File: config.mk
export PLATFORM = sky130hd
export DESIGN_NAME = seq_detect_param
export DESIGN_NICKNAME = d
export VERILOG_FILES = /design/src/rtl/seq_detect_param.sv
export SDC_FILE = /design/constraint.sdc
export NUM_CORES = 1
export LEC_CHECK = 0
export BUFFER_PORTS_ARGS = -buffer_cell sky130_fd_sc_hd__buf_2
export CORE_AREA = 10 10 54 56
export CTS_CLUSTER_DIAMETER = 30
export DETAILED_ROUTE_END_ITERATION = 16
export DIE_AREA = 0 0 64 66
export PLACE_DENSITY = 0.73
export SLEW_MARGIN = 0
export SYNTH_ARGS = -nofsm -noshare
export SYNTH_HDL_FRONTEND = slang
export SYNTH_SLANG_ARGS = --single-unit
File: constraint.sdc
create_clock -name clk -period 1.98 [get_ports clk]
set_clock_uncertainty 0.2 [all_clocks]
set_input_delay 0.396 -clock clk [delete_from_list [all_inputs] [get_ports clk]]
set_output_delay 0.396 -clock clk [all_outputs]
set_load 0.05 [all_outputs]
File: src/rtl/seq_detect_param.sv
// Serial pattern detector: programmable PAT_W-bit pattern, per-bit overlap mode, saturating match counter.
// Define SEQ_DET_MASK_EN to add per-position don't-care masking (pat_mask_in / mask ports).
module seq_detect_param #(
    parameter int unsigned     PAT_W   = 4,
    parameter int unsigned     CNT_W   = 8,
    parameter logic [PAT_W-1:0] RST_PAT = PAT_W'(4'b1010)
) (
    input  logic             clk,
    input  logic             rst,
    input  logic             in_valid,
    input  logic             din,
    input  logic             overlap,
    input  logic             pat_load,
    input  logic [PAT_W-1:0] pat_in,
    input  logic             cnt_clr,
`ifdef SEQ_DET_MASK_EN
    input  logic [PAT_W-1:0] pat_mask_in,
    output logic [PAT_W-1:0] mask,
`endif
    output logic             match,
    output logic             match_q,
    output logic [CNT_W-1:0] match_cnt,
    output logic [PAT_W-1:0] pattern
);

    localparam int unsigned     FW       = $clog2(PAT_W);
    localparam logic [FW-1:0]   FILL_MAX = FW'(PAT_W - 1);

    logic [PAT_W-2:0] history;
    logic [FW-1:0]    fill;
    logic [PAT_W-1:0] cand;
    logic             hit;

    always_comb begin
        cand = {history, din};
`ifdef SEQ_DET_MASK_EN
        hit  = ((cand ^ pattern) & ~mask) == '0;
`else
        hit  = (cand == pattern);
`endif
        match = in_valid & ~pat_load & ~rst & (fill == FILL_MAX) & hit;
    end

    always_ff @(posedge clk) begin
        if (rst) begin
            history   <= '0;
            fill      <= '0;
            pattern   <= RST_PAT;
            match_q   <= 1'b0;
            match_cnt <= '0;
`ifdef SEQ_DET_MASK_EN
            mask      <= '0;
`endif
        end else begin
            match_q <= match;

            if (cnt_clr)
                match_cnt <= '0;
            else if (match && (match_cnt != '1))
                match_cnt <= match_cnt + CNT_W'(1);

            if (pat_load) begin
                pattern <= pat_in;
`ifdef SEQ_DET_MASK_EN
                mask    <= pat_mask_in;
`endif
                history <= '0;
                fill    <= '0;
            end else if (in_valid) begin
                history <= cand[PAT_W-2:0];
                // non-overlap restarts the fill so old bits cannot seed the next match
                if (match && !overlap)
                    fill <= '0;
                else if (fill != FILL_MAX)
                    fill <= fill + FW'(1);
            end
        end
    end

endmodule

Word level (Yosys, flattened, before mapping)
Index checks and enable logic that the tools add are counted.
{"block": "op_classes", "n_addsub": 2, "n_eq_ne": 4, "muxes": 2, "bitwise_logic": 6, "n_reduce_logical": 7}
{"operator": "adder 8 x 1 -> 8 bit (second input constant)", "count": 1}
{"operator": "!= test 8 bit (second input constant)", "count": 1}
{"operator": "AND 1 bit", "count": 4}
{"operator": "== test 4 bit", "count": 1}
{"operator": "2-to-1 mux 2 bit", "count": 2}
{"operator": "OR reduction 2 bit", "count": 2}
{"operator": "adder 2 x 1 -> 2 bit (second input constant)", "count": 1}
{"operator": "== test 2 bit (second input constant)", "count": 1}
{"operator": "logical AND 1 bit", "count": 2}
{"operator": "!= test 2 bit (second input constant)", "count": 1}
{"operator": "NOT 1 bit", "count": 2}
{"operator": "AND reduction 2 bit", "count": 1}
{"operator": "nonzero test 2 bit", "count": 1}
{"operator": "zero test 1 bit", "count": 1}
{"block": "word_totals", "register_bits": 18, "inputBits": 11, "out_inout_bits": 14, "word_cells": 26}

Longest topological paths before layout
{"block": "depth", "depth_word": 8, "ltp_mapped": 6, "ltp_nobuf": 5}

Worst setup path after synthesis
No wires, ideal clock.
{"block": "synth_timing", "path_kind": "reg2reg", "startpoint": "reg pattern[0]", "endpoint": "reg match_cnt[6]", "setup_time_ps": 86, "arrival_time_ps": 2179, "required_ps": 1694, "path_slack_ps": -485, "stages_incl_launch_ff": 6, "path_buffers": 0, "synth_period_minus_slack_ps": 2465, "path_cell_list": "dfxtp_1 -> xnor2_1 -> nand4_1 -> nor2_1 -> a31oi_1 -> a211oi_1"}
{"block": "synth_via", "elab_chain_len": 3}
{"item": "start: declaration", "line_no": "23", "rtl": "output logic [PAT_W-1:0] pattern"}
{"item": "start signal: assignment", "line_no": "63", "rtl": "pattern <= pat_in;"}
{"item": "== test 4 bit", "line_no": "39", "rtl": "hit = (cand == pattern);"}
{"item": "AND 1 bit", "line_no": "41", "rtl": "match = in_valid & ~pat_load & ~rst & (fill == FILL_MAX) & hit;"}
{"item": "via match", "line_no": "20", "rtl": "output logic match,"}
{"item": "logical AND 1 bit", "line_no": "59", "rtl": "else if (match && (match_cnt != '1))"}
{"item": "end signal: assignment", "line_no": "60", "rtl": "match_cnt <= match_cnt + CNT_W'(1);"}
{"item": "end: declaration", "line_no": "22", "rtl": "output logic [CNT_W-1:0] match_cnt,"}
The timed path passes the listed nets, and every way through them passes these cells.
A chain may end at the register's enable or synchronous reset.

Worst setup path after layout
{"block": "layout_timing", "startpoint": "reg pattern[0]", "endpoint": "out match"}
{"block": "layout_via", "elab_chain_len": 2}
{"item": "== test 4 bit", "line_no": "39"}
{"item": "AND 1 bit", "line_no": "41"}
{"item": "end: declaration", "line_no": "20"}
Every way passes these cells.

==> impl_metrics.ini <==
[outcome]
status = complete, no violations

[clock_network]
htreeDepth = 1
postCtsHoldBufs = 0
cts_sinks = 18
cts_buffers = 3
clock_latency_ns = 0.30
cts_tree = done
clk_pin_slew_ns = 0.10
cts-root-buf = clkbuf_4
cts_buffer_depth = 2

[synthesis]
synthCells = 94
syn-num-nets = 107
synthArstFlopShare = 0
ys.flop_type = dfxtp_1
yosys-top-cells-count = 18 x dfxtp_1, 10 x nor2_1, 8 x nand2_1
yosys.area.top_type = dfxtp_1
synth_area_leaders = dfxtp_1 41%, xnor2_1 6.9%, mux2i_1 5.6%
ys_seq_area_frac = 0.407
yosysMostFrequentCell = dfxtp_1
syn_area_um2 = 886
synth_cell_types = 32
syn_avg_cell_area_um2 = 9.42
yosysWarnings = 0
synth_edf_count = 0
synth_top_area_frac = 0.407
ys_ff_latch = 18

[finish]
n_antenna_cell = 0
regArea_um2 = 368
synthToLayoutAreaGrowth_pct = 28.4
fin_nets = 141
drive_above_1_share = 0.405
fillers = 186
multiInputGateArea_um2 = 523

[die]
fp.dieW_um = 64
num_rows = 16
start_util = 0.466
die_h_um = 66
ios = 25
die-area_mm2 = 0.00422
coreArea_mm2 = 0.00190

[sta]
finalSetupTns_ns = 0
period_share = 0.968
worst_pin_slew_ns = 0.343
finalCriticalPeriod_ns = 1.92
slew_headroom = 0.770
setup_ws_ns = 0.0627
setup_viol = 0
final-hold-violation-count = 0
hold_ws_ns = 0.0993
final_max_slew_viol_count = 0
fmax_mhz = 522
rsz0062_at_grt = yes

[critical_path]
max_stage_delay_ns = 0.35
required_ns = 1.38
path_class = reg2out
crit_slowest_cell = dfxtp_2
critPathCaptureType = primary output
timing.reg2reg.setup_slack_ns = 0.14
critPathMaxFanout = 3
path_cells = xnor2_2, nand4_1, nor2_4, buf_8
reg2regPathDepth = 5
worst_setup_path_startpoint = pattern[0]
cp-start-kind = flop
r2r-end = match_cnt[5]
arrival_ns = 1.32
reg2reg_from = match_cnt[0]

[pwr]
worst_ir_drop_vdd_mv = 0.408
powerDensity_mw_per_mm2 = 568
leakagePower_nw = 0.460

[job]
drv_cap = 0

[global_route]
grt_usage = 0.101
grt_pass1_wl_mm = 3.48
gr-total-overflow = 0
grt_pass1_vias = 844
grt_max_degree = 10
grt_antenna_before_repair = 0

[routing]
routed_via_density = 5.20
antenna_left = 0
drtIter0Drc = 27
wirelength_mm = 2.07
drc = 0
via_count = 796
dr.pass1.iters = 4
wl_per_cell_um = 13.5

[place]
gp_congestion = 0.759
io_buffers = 24
post-place-ws_ns = -0.0962
dp_hpwl_mm = 1.63

[min_path]
hold_end = pattern[3]
hp-class = in2reg
whs_path_depth = 2
hold_start = pat_in[3]
## cells by family after synthesis
kind of cell               count (synthesis)  synth area share
and+or+nand+nor                           45             0.314
DFF                                       18             0.407
AOI/OAI and AO/OA                         14             0.103
xor gates and xnor gates                   7            0.0692
muxes                                      5            0.0565
buffers and inverters                      3            0.0226
adders and majority gates                  2            0.0282
## how the worst max path moves through the flow
stage / endpoint / cells past startpoint
6_report: match / 4
5_1_grt: match / 4
4_1_cts: match / 4
3_5_place_dp: match_cnt[7] / 7
3_3_place_gp: match / 5
2_1_floorplan: match_cnt[5] / 5
## stage by stage
| stage | instances | util | instance area, um^2 | power [mW] |
|---|---|---|---|---|
| 2_1_floorplan | 94 | - | 898 | 0.442 |
| 3_3_place_gp | 148 | 0.566 | 1080 | 0.467 |
| 3_5_place_dp | 148 | 0.566 | 1080 | 0.469 |
| 4_1_cts | 152 | 0.588 | 1120 | 0.651 |
| 5_1_grt | 153 | 0.598 | 1140 | 0.669 |
| 6_report | 153 | 0.598 | 1140 | 0.646 |
## power by group
group	total, mW	leakage (nW)	switching [mW]	internal, mW
logic	0.0863	0.299	0.0506	0.0357
clock network	0.183	0.0138	0.112	0.0709
registers	0.377	0.147	0.00645	0.371
## worst max-delay path, delay by kind of cell (launching register included)
family                    cells  cell delay [ns]
xor gates and xnor gates      1             0.17
buffers and inverters         1             0.16
DFF                           1             0.35
and+or+nand+nor               2             0.36
## area by class of cell
class,instances,share of cell area
Multi-Input combinational cell,73,0.460
Tap cell,27,0.0297
Timing Repair Buffer,32,0.167
Sequential cell,18,0.323
Clock buffer,3,0.0198
## registers in the layout, indices dropped and copies added (netlist names)
name	cells
fill	2
history	3
pattern	4
match_cnt	8
match_q	1
## cell usage in the layout, fill, tap and decap left out, types with 3 or more instances in the layout
cell      Yosys  layout
buf_4         0       8
buf_2         0      23
xnor2_1       7       6
nor2_1       10       9
nand2_1       8       8
nand3_1       4       4
a21oi_1       4       4
and4_1        4       4
o21ai_0       3       3
dfxtp_1      18      12
dfxtp_2       0       6
mux2i_1       5       5
clkbuf_4      0       3
## layer usage
metal	wire [um]	GRT usage	up-vias	part of all wire
met5	0	0	-	0
met4	29	0.0492	0	0.014
met3	150	0.0407	4	0.072
met2	990	0.175	22	0.48
met1	901	0.105	367	0.44
li1	-	-	403	-
## repair_timing
| item | CTS | global route |
|---|---|---|
| setup buffers | 1 | 1 |
| resized for setup | 2 | 5 |
| pin swaps | 1 | 2 |
| setup endpoints to repair | 1 | 2 |
Power figures use the tool's default switching activity.
